## src/rtl/icache_l1.sv

```systemverilog
// icache_l1: direct-mapped L1 instruction cache with a zero-cycle hit path and a Wishbone line refill.
module icache_l1 #(
    parameter int INDEX_BITS = 3
) (
    input  logic         clk,
    input  logic         rst_n,
    input  logic         cpu_cyc,
    input  logic         cpu_stb,
    input  logic [11:0]  cpu_adr,
    output logic [127:0] cpu_dat_s,
    output logic         cpu_ack,
    output logic         mem_cyc,
    output logic         mem_stb,
    output logic         mem_we,
    output logic [15:0]  mem_sel,
    output logic [11:0]  mem_adr,
    input  logic [127:0] mem_dat_s,
    input  logic         mem_ack,
    input  logic         inv,
    output logic [15:0]  hit_count,
    output logic [15:0]  miss_count
);
    localparam int SETS  = 1 << INDEX_BITS;
    localparam int TAG_W = 12 - INDEX_BITS;

    typedef enum logic {IDLE, FETCH} state_t;

    state_t                  state, state_nxt;
    logic [127:0]            line_q [SETS];
    logic [TAG_W-1:0]        tag_q [SETS];
    logic [SETS-1:0]         valid_q;
    logic [11:0]             refill_adr;
    logic                    inv_flag;
    logic [INDEX_BITS-1:0]   idx, ridx;
    logic [TAG_W-1:0]        tag;
    logic                    req, hit, miss, fill;

    assign mem_we  = 1'b0;
    assign mem_sel = 16'hFFFF;

    always_comb begin
        idx       = cpu_adr[INDEX_BITS-1:0];
        tag       = cpu_adr[11:INDEX_BITS];
        ridx      = refill_adr[INDEX_BITS-1:0];
        req       = cpu_cyc && cpu_stb;
        hit       = state == IDLE && req && valid_q[idx] && tag_q[idx] == tag;
        miss      = state == IDLE && req && !hit;
        fill      = state == FETCH && mem_ack;
        state_nxt = miss ? FETCH : fill ? IDLE : state;
        cpu_ack   = hit;
        cpu_dat_s = hit ? line_q[idx] : '0;
        mem_cyc   = state == FETCH;
        mem_stb   = state == FETCH;
        mem_adr   = state == FETCH ? refill_adr : '0;
    end

    always_ff @(posedge clk or negedge rst_n) begin
        if (!rst_n) state <= IDLE;
        else        state <= state_nxt;
    end

    always_ff @(posedge clk or negedge rst_n) begin
        if (!rst_n) begin
            valid_q    <= '0;
            refill_adr <= '0;
            inv_flag   <= 1'b0;
            hit_count  <= '0;
            miss_count <= '0;
        end else begin
            if (miss) refill_adr <= cpu_adr;
            // an invalidate seen at any point of a refill keeps the new line invalid
            if (state == IDLE && inv) valid_q <= '0;
            else if (fill) valid_q[ridx] <= !(inv_flag || inv);
            inv_flag <= state == FETCH && !mem_ack && (inv_flag || inv);
            if (hit && hit_count != 16'hFFFF) hit_count <= hit_count + 16'd1;
            if (miss && miss_count != 16'hFFFF) miss_count <= miss_count + 16'd1;
        end
    end

    always_ff @(posedge clk) begin
        if (fill) begin
            line_q[ridx] <= mem_dat_s;
            tag_q[ridx]  <= refill_adr[11:INDEX_BITS];
        end
    end
endmodule

```

## config.mk

```make
export PLATFORM = sky130hd
export DESIGN_NAME = icache_l1
export DESIGN_NICKNAME = d
export VERILOG_FILES = /design/src/rtl/icache_l1.sv
export SDC_FILE = /design/constraint.sdc
export NUM_CORES = 1
export LEC_CHECK = 0
export ABC_AREA = 1
export ABC_CLOCK_PERIOD_IN_PS = 6590
export BUFFER_PORTS_ARGS = -buffer_cell sky130_fd_sc_hd__clkbuf_2
export CAP_MARGIN = 10
export CORE_MARGIN = 2
export CORE_UTILIZATION = 35
export DETAILED_ROUTE_END_ITERATION = 10
export PLACE_DENSITY_LB_ADDON = 0.2
export SETUP_SLACK_MARGIN = 0.02
export SLEW_MARGIN = 20
export SYNTH_ARGS = -nofsm -noshare
export SYNTH_HDL_FRONTEND = slang
export SYNTH_SLANG_ARGS = --single-unit
```

## constraint.sdc

```tcl
create_clock -name clk -period 6.59 [get_ports clk]
set_input_delay 0 -clock clk [delete_from_list [all_inputs] [get_ports clk]]
set_output_delay 0 -clock clk [all_outputs]
set_load 0.01 [all_outputs]
```

=== Word level (Yosys, flattened, before mapping) ===
Memories as Yosys holds them, arrays and structs flattened.
Index checks and enable logic that the tools add are counted.

* Bits in registers: 54
* Bits in writable memories: 1096
* Output and inout port bits: 192
* Memories kept: 2

{| class="wikitable"
|+ Memories
! name !! depth !! bits a word !! read ports !! clocked after Yosys merged registers in !! wr ports !! RTL line !! source
|-
| line_q || 8 || 128 || 1 || 0 || 1 || 29 || <nowiki>logic [127:0] line_q [SETS];</nowiki>
|-
| tag_q || 8 || 9 || 1 || 0 || 1 || 30 || <nowiki>logic [TAG_W-1:0] tag_q [SETS];</nowiki>
|}

* $add $sub $neg: 2
* $lt $le $gt $ge: 3
* Equality and inequality tests: 3
* Muxes and demuxes: 13
* Bitwise operators: 1
* Reduce and logical (&&, ||, !) cells: 18

{| class="wikitable"
|+ Operators by type and width
! operator !! count
|-
| $mux 128 || 1
|-
| $add 16x1->16 const B || 2
|-
| $ne 16x16->1 const B || 2
|-
| $mux 8 || 2
|-
| $logic_and 1x1->1 || 12
|-
| $mux 12 || 1
|-
| $eq 9x9->1 || 1
|-
| $bwmux 8 || 1
|-
| $lt 3x4->1 const B || 2
|-
| $mux 1 || 6
|-
| $reduce_bool 2->1 || 2
|-
| $bmux 1 s3 || 1
|-
| $demux 1 s3 || 1
|-
| $ge 3x1->1 const B || 1
|-
| $logic_not 1->1 || 3
|-
| $logic_or 1x1->1 || 1
|-
| $not 1->1 || 1
|}

=== Logic depth before layout (Yosys ltp) ===
* Depth after elaboration: 7
* Depth in mapped cells: 18

=== Least setup slack after synthesis ===
OpenSTA, ideal clock, no wires.

* Kind: register to register
* Start point: register state, in the netlist mem_cyc
* End point: memory line_q[1][0], enable pin
* Arrival time: 6.557 ns
* Setup slack: -0.601 ns
* Stages on the path, launching flop included: 4
* Period minus slack after synthesis: 7.191 ns
* Path through: dfrtp_1 -> nand2_1 -> clkbuf_1 -> nor2_1

* Word-level cells in the longest chain between the ends: 3

{| class="wikitable"
|+ Ends and longest elaborated chain
! item !! RTL line !! source
|-
| start: declaration || 28 || <nowiki>state_t state, state_nxt;</nowiki>
|-
| start signal: assignment || 59 || <nowiki>else state <= state_nxt;</nowiki>
|-
| $logic_and 1x1->1 || 48 || <nowiki>fill = state == FETCH && mem_ack;</nowiki>
|-
| $mux 1 || 81 || <nowiki>if (fill) begin</nowiki>
|-
| $mux 1 (not written as such) || 82 || <nowiki>line_q[ridx] <= mem_dat_s;</nowiki>
|-
| end: declaration || 29 ||
|}

No other way between the ends.

=== Final worst setup path ===
* Start point: register state, in the netlist mem_cyc
* End point: output cpu_dat_s[27]

* Word-level cells in the longest chain between the ends: 5

{| class="wikitable"
|+ Ends and longest elaborated chain
! item !! RTL line !! source
|-
| $not 1->1 || 46 || <nowiki>hit = state == IDLE && req && valid_q[idx] && tag_q[idx] == tag;</nowiki>
|-
| $logic_and 1x1->1 (3 in series) || 46 ||
|-
| $mux 128 || 51 || <nowiki>cpu_dat_s = hit ? line_q[idx] : '0;</nowiki>
|-
| end: declaration || 10 || <nowiki>output logic [127:0] cpu_dat_s,</nowiki>
|}

No other way between the ends.

==> results.cfg <==
[die]
initial_core_util_pct = 35.2
core_sq_um = 131000
dieArea_sq_um = 134000
std_cell_rows = 133
pin_count = 338
die_y_microns = 367
die_x_microns = 367

[global_routing]
grt_util_all_layers_pct = 18.1
grt_pass1_vias = 29400
grt_overflow_total = 0
grt_max_degree = 251
antenna_found_initial = 9
grt_pass1_wl_microns = 186000

[synth]
seq_area_frac_synth_pct = 74.4
yosys_warnings = 0
syn_avg_cell_area_sq_um = 12.4
ys_ff_latch = 1150
synth_edf_count = 1096
syn_inst = 3703
synth_area_sq_um = 46000
synthFlopType = edfxtp_1
synth.area.top_cells = edfxtp_1 (71%), o21ai_0 (8.3%), nor2_1 (6.7%), dfrtp_1 (2.9%), o221ai_1 (2.4%)
yosysTopAreaCell = edfxtp_1
synth_top_area_share_pct = 71.5
synth_cell_types = 33
async_flop_share_pct = 4.70

[clocking]
h-tree-depth = 4
cts_buffer_depth = 3
cts_buffers = 132
clkLatencyLatePin_ps = 760
cts_root_buffer = clkbuf_16
clkTransAtPathRegs_ps = 60
cts_sinks = 1150
ctsHoldBuffers = 151
cts_resized = 0
postCtsSetupRepairBufs = 0
cts_tree = done

[layout]
fin_nets = 4255
syn2layout_area_growth_pct = 19.2
final_layout_size_suffix_gt1_share_pct = 13.0

[outcome]
status = completed

[sta]
clock-skew-final_ps = 28.6
post-route-period-util_pct = 62.1
max_freq_mhz = 244
finalHoldViolations = 0
fin_tns_setup_ps = 0
setup_viol = 0
fin_crit_ps = 4090
tightest_slew_ps = 1120
rsz0062_at_grt = false
max-slew-margin-rel_pct = 25.6
drv_slew = 0
worst_slack_ps = 2500

[flow_run]
drv_cap = 0

[routing]
vias = 30200
wirelength_microns = 124000
drt_iter0_drc = 2258
final_antenna_net_count = 0
viasPerCell = 5.07
drc = 0
drt-pass1-iter-count = 5
wire_per_inst_microns = 20.7

[placed_design]
place_congestion = 0.772
dp_hpwl_microns = 60800
place_ws_ps = 2710
io_buffers = 320

[power_and_ir_drop]
power.total_mw = 16.3
combPwrFrac_pct = 6.1
p_sw_share_pct = 22.7
p_clk_share_pct = 43.0
seqPwrFrac_pct = 50.9
power.density_nw_per_um2 = 298
internal_power_mw = 12.6
p_leak_nw = 19.2
switching_power_mw = 3.72
peakVddDrop_v = 0.000225

[critical_path]
worstPathRequired_ps = 6590
setup.worst_path.class = flop to output pin
arrival_ps = 4090
cp-start-kind = flop
endpoint_kind = output pin
crit_path_max_fanout = 107

[hold_path]
hold_path_class = primary input to flop
==> worst paths after layout <==
path | start | to | slack, ps | cells after the start
min in group asynchronous | rst_n | miss_count[0]$_DFFE_PN0P_ | 520 | 4
max in group asynchronous | rst_n | valid_q[5]$_DFFE_PN0P_ | 5570 | 4
max reg2reg | mem_cyc$_DFFE_PN0P_ | line_q[6][86]$_DFFE_PP_ | 2900 | 4
min | mem_dat_s[83] | line_q[3][83]$_DFFE_PP_ | 70 | 2
min reg2reg | hit_count[15]$_DFFE_PN0P_ | hit_count[15]$_DFFE_PN0P_ | 500 | 2
max | mem_cyc$_DFFE_PN0P_ | cpu_dat_s[27] | 2500 | 9
==> logic make-up after synthesis <==
kind of cell | after synthesis | synth area share, %
AO/OA/AOI/OAI | 938 | 11.2
XOR/XNOR | 10 | 0.190
adder cells (fa/ha/maj) | 2 | 0.0543
AND/OR/NAND/NOR | 1216 | 10.5
buffers and inverters | 385 | 3.59
flip-flops | 1150 | 74.4
other | 2 | 0.0163
==> power groups by stage <==
stage	registers [mW]	logic, mW	clock network (mW)
6_report	8.31	1.00	7.02
3_5_place_dp	8.46	0.938	0
3_3_place_gp	8.46	0.935	0
2_1_floorplan	8.47	0.522	0
5_1_grt	8.33	1.12	7.49
4_1_cts	8.31	1.02	7.22
==> Yosys cell counts (2+ instances only) <==
cell type and number:
a21oi_1 8, buf_2 13, buf_4 28, buf_6 11, clkbuf_1 205, conb_1 2
dfrtp_1 54, edfxtp_1 1096, ha_1 2, inv_1 122, inv_2 3, nand2_1 253
nand3_1 82, nand4_1 32, nor2_1 818, nor2_4 2, nor3_1 20, nor4_1 3
o21ai_0 764, o21ai_1 37, o221ai_1 128, xnor2_1 3, xor2_1 7
==> critical path, cell delays in order, from the launching register on <==
cell and delay [ps]:
dfrtp_1 680, nor2_1 330, o21ai_1 160, nor2_4 170, nand3_1 130, nor2_2 210
nand2_8 430, buf_4 520, nor2_1 430, clkbuf_2 220
==> layer usage <==
metal	GRT usage, %	part of all wire (%)	up-vias
li1	-	-	14200
met4	5.67	2.3	12
met3	3.25	4.8	191
met5	0	0.060	-
met1	25.0	46	15200
met2	29.0	47	702
==> layout make-up <==
type	instances	area, sq um
Multi-Input combinational cell	2183	10200
Sequential cell	1150	34300
Clock buffer	172	3550
Timing Repair Buffer	514	3570
Tap cell	1755	2200
Antenna cell	2	5.00
Inverter	126	502
Fill cell	12400	76100
Clock inverter	57	546
==> cell usage in the layout (no fill, tap or decap), types with 2 or more instances in the layout <==
cell / synthesis / routed
edfxtp_1: 1096 / 1096
ha_1: 2 / 2
conb_1: 2 / 17
buf_4: 28 / 35
clkbuf_2: 1 / 317
dfrtp_1: 54 / 54
nor2_1: 818 / 810
nor2_4: 2 / 10
clkbuf_16: 0 / 136
nor4_1: 3 / 3
nand4_1: 32 / 32
dlygate4sd3_1: 0 / 151
a21oi_1: 8 / 8
o21ai_1: 37 / 37
buf_12: 0 / 7
o21ai_0: 764 / 764
xnor2_1: 3 / 3
bufinv_16: 0 / 8
inv_1: 122 / 121
xor2_1: 7 / 7
diode_2: 0 / 2
buf_8: 0 / 2
clkinv_1: 0 / 29
inv_16: 0 / 4
clkbuf_1: 205 / 35
nand3_1: 82 / 82
nor3_1: 20 / 20
inv_2: 3 / 2
inv_6: 0 / 9
o221ai_1: 128 / 128
clkinvlp_4: 0 / 4
nand2_1: 253 / 253
clkinv_2: 0 / 4
==> registers in the layout, indices dropped and copies added, names as in the netlist <==
name        cells
line_q       1024
tag_q          72
hit_count      16
miss_count     16
refill_adr     12
valid_q         8
inv_flag        1
mem_cyc         1
==> per-stage QoR <==
step                utilization [%]  area, sq um  cells  hold WS [ps]
floorplan                         -        46100   3718          -296
global route                   41.9        54900   5959          43.3
global placement               37.6        49200   5576           202
detailed placement             37.6        49200   5576           198
finish                         41.9        54900   5959          66.2
CTS                            41.9        54800   5956          1.35
No activity file was read; power rests on OpenSTA's default activity.
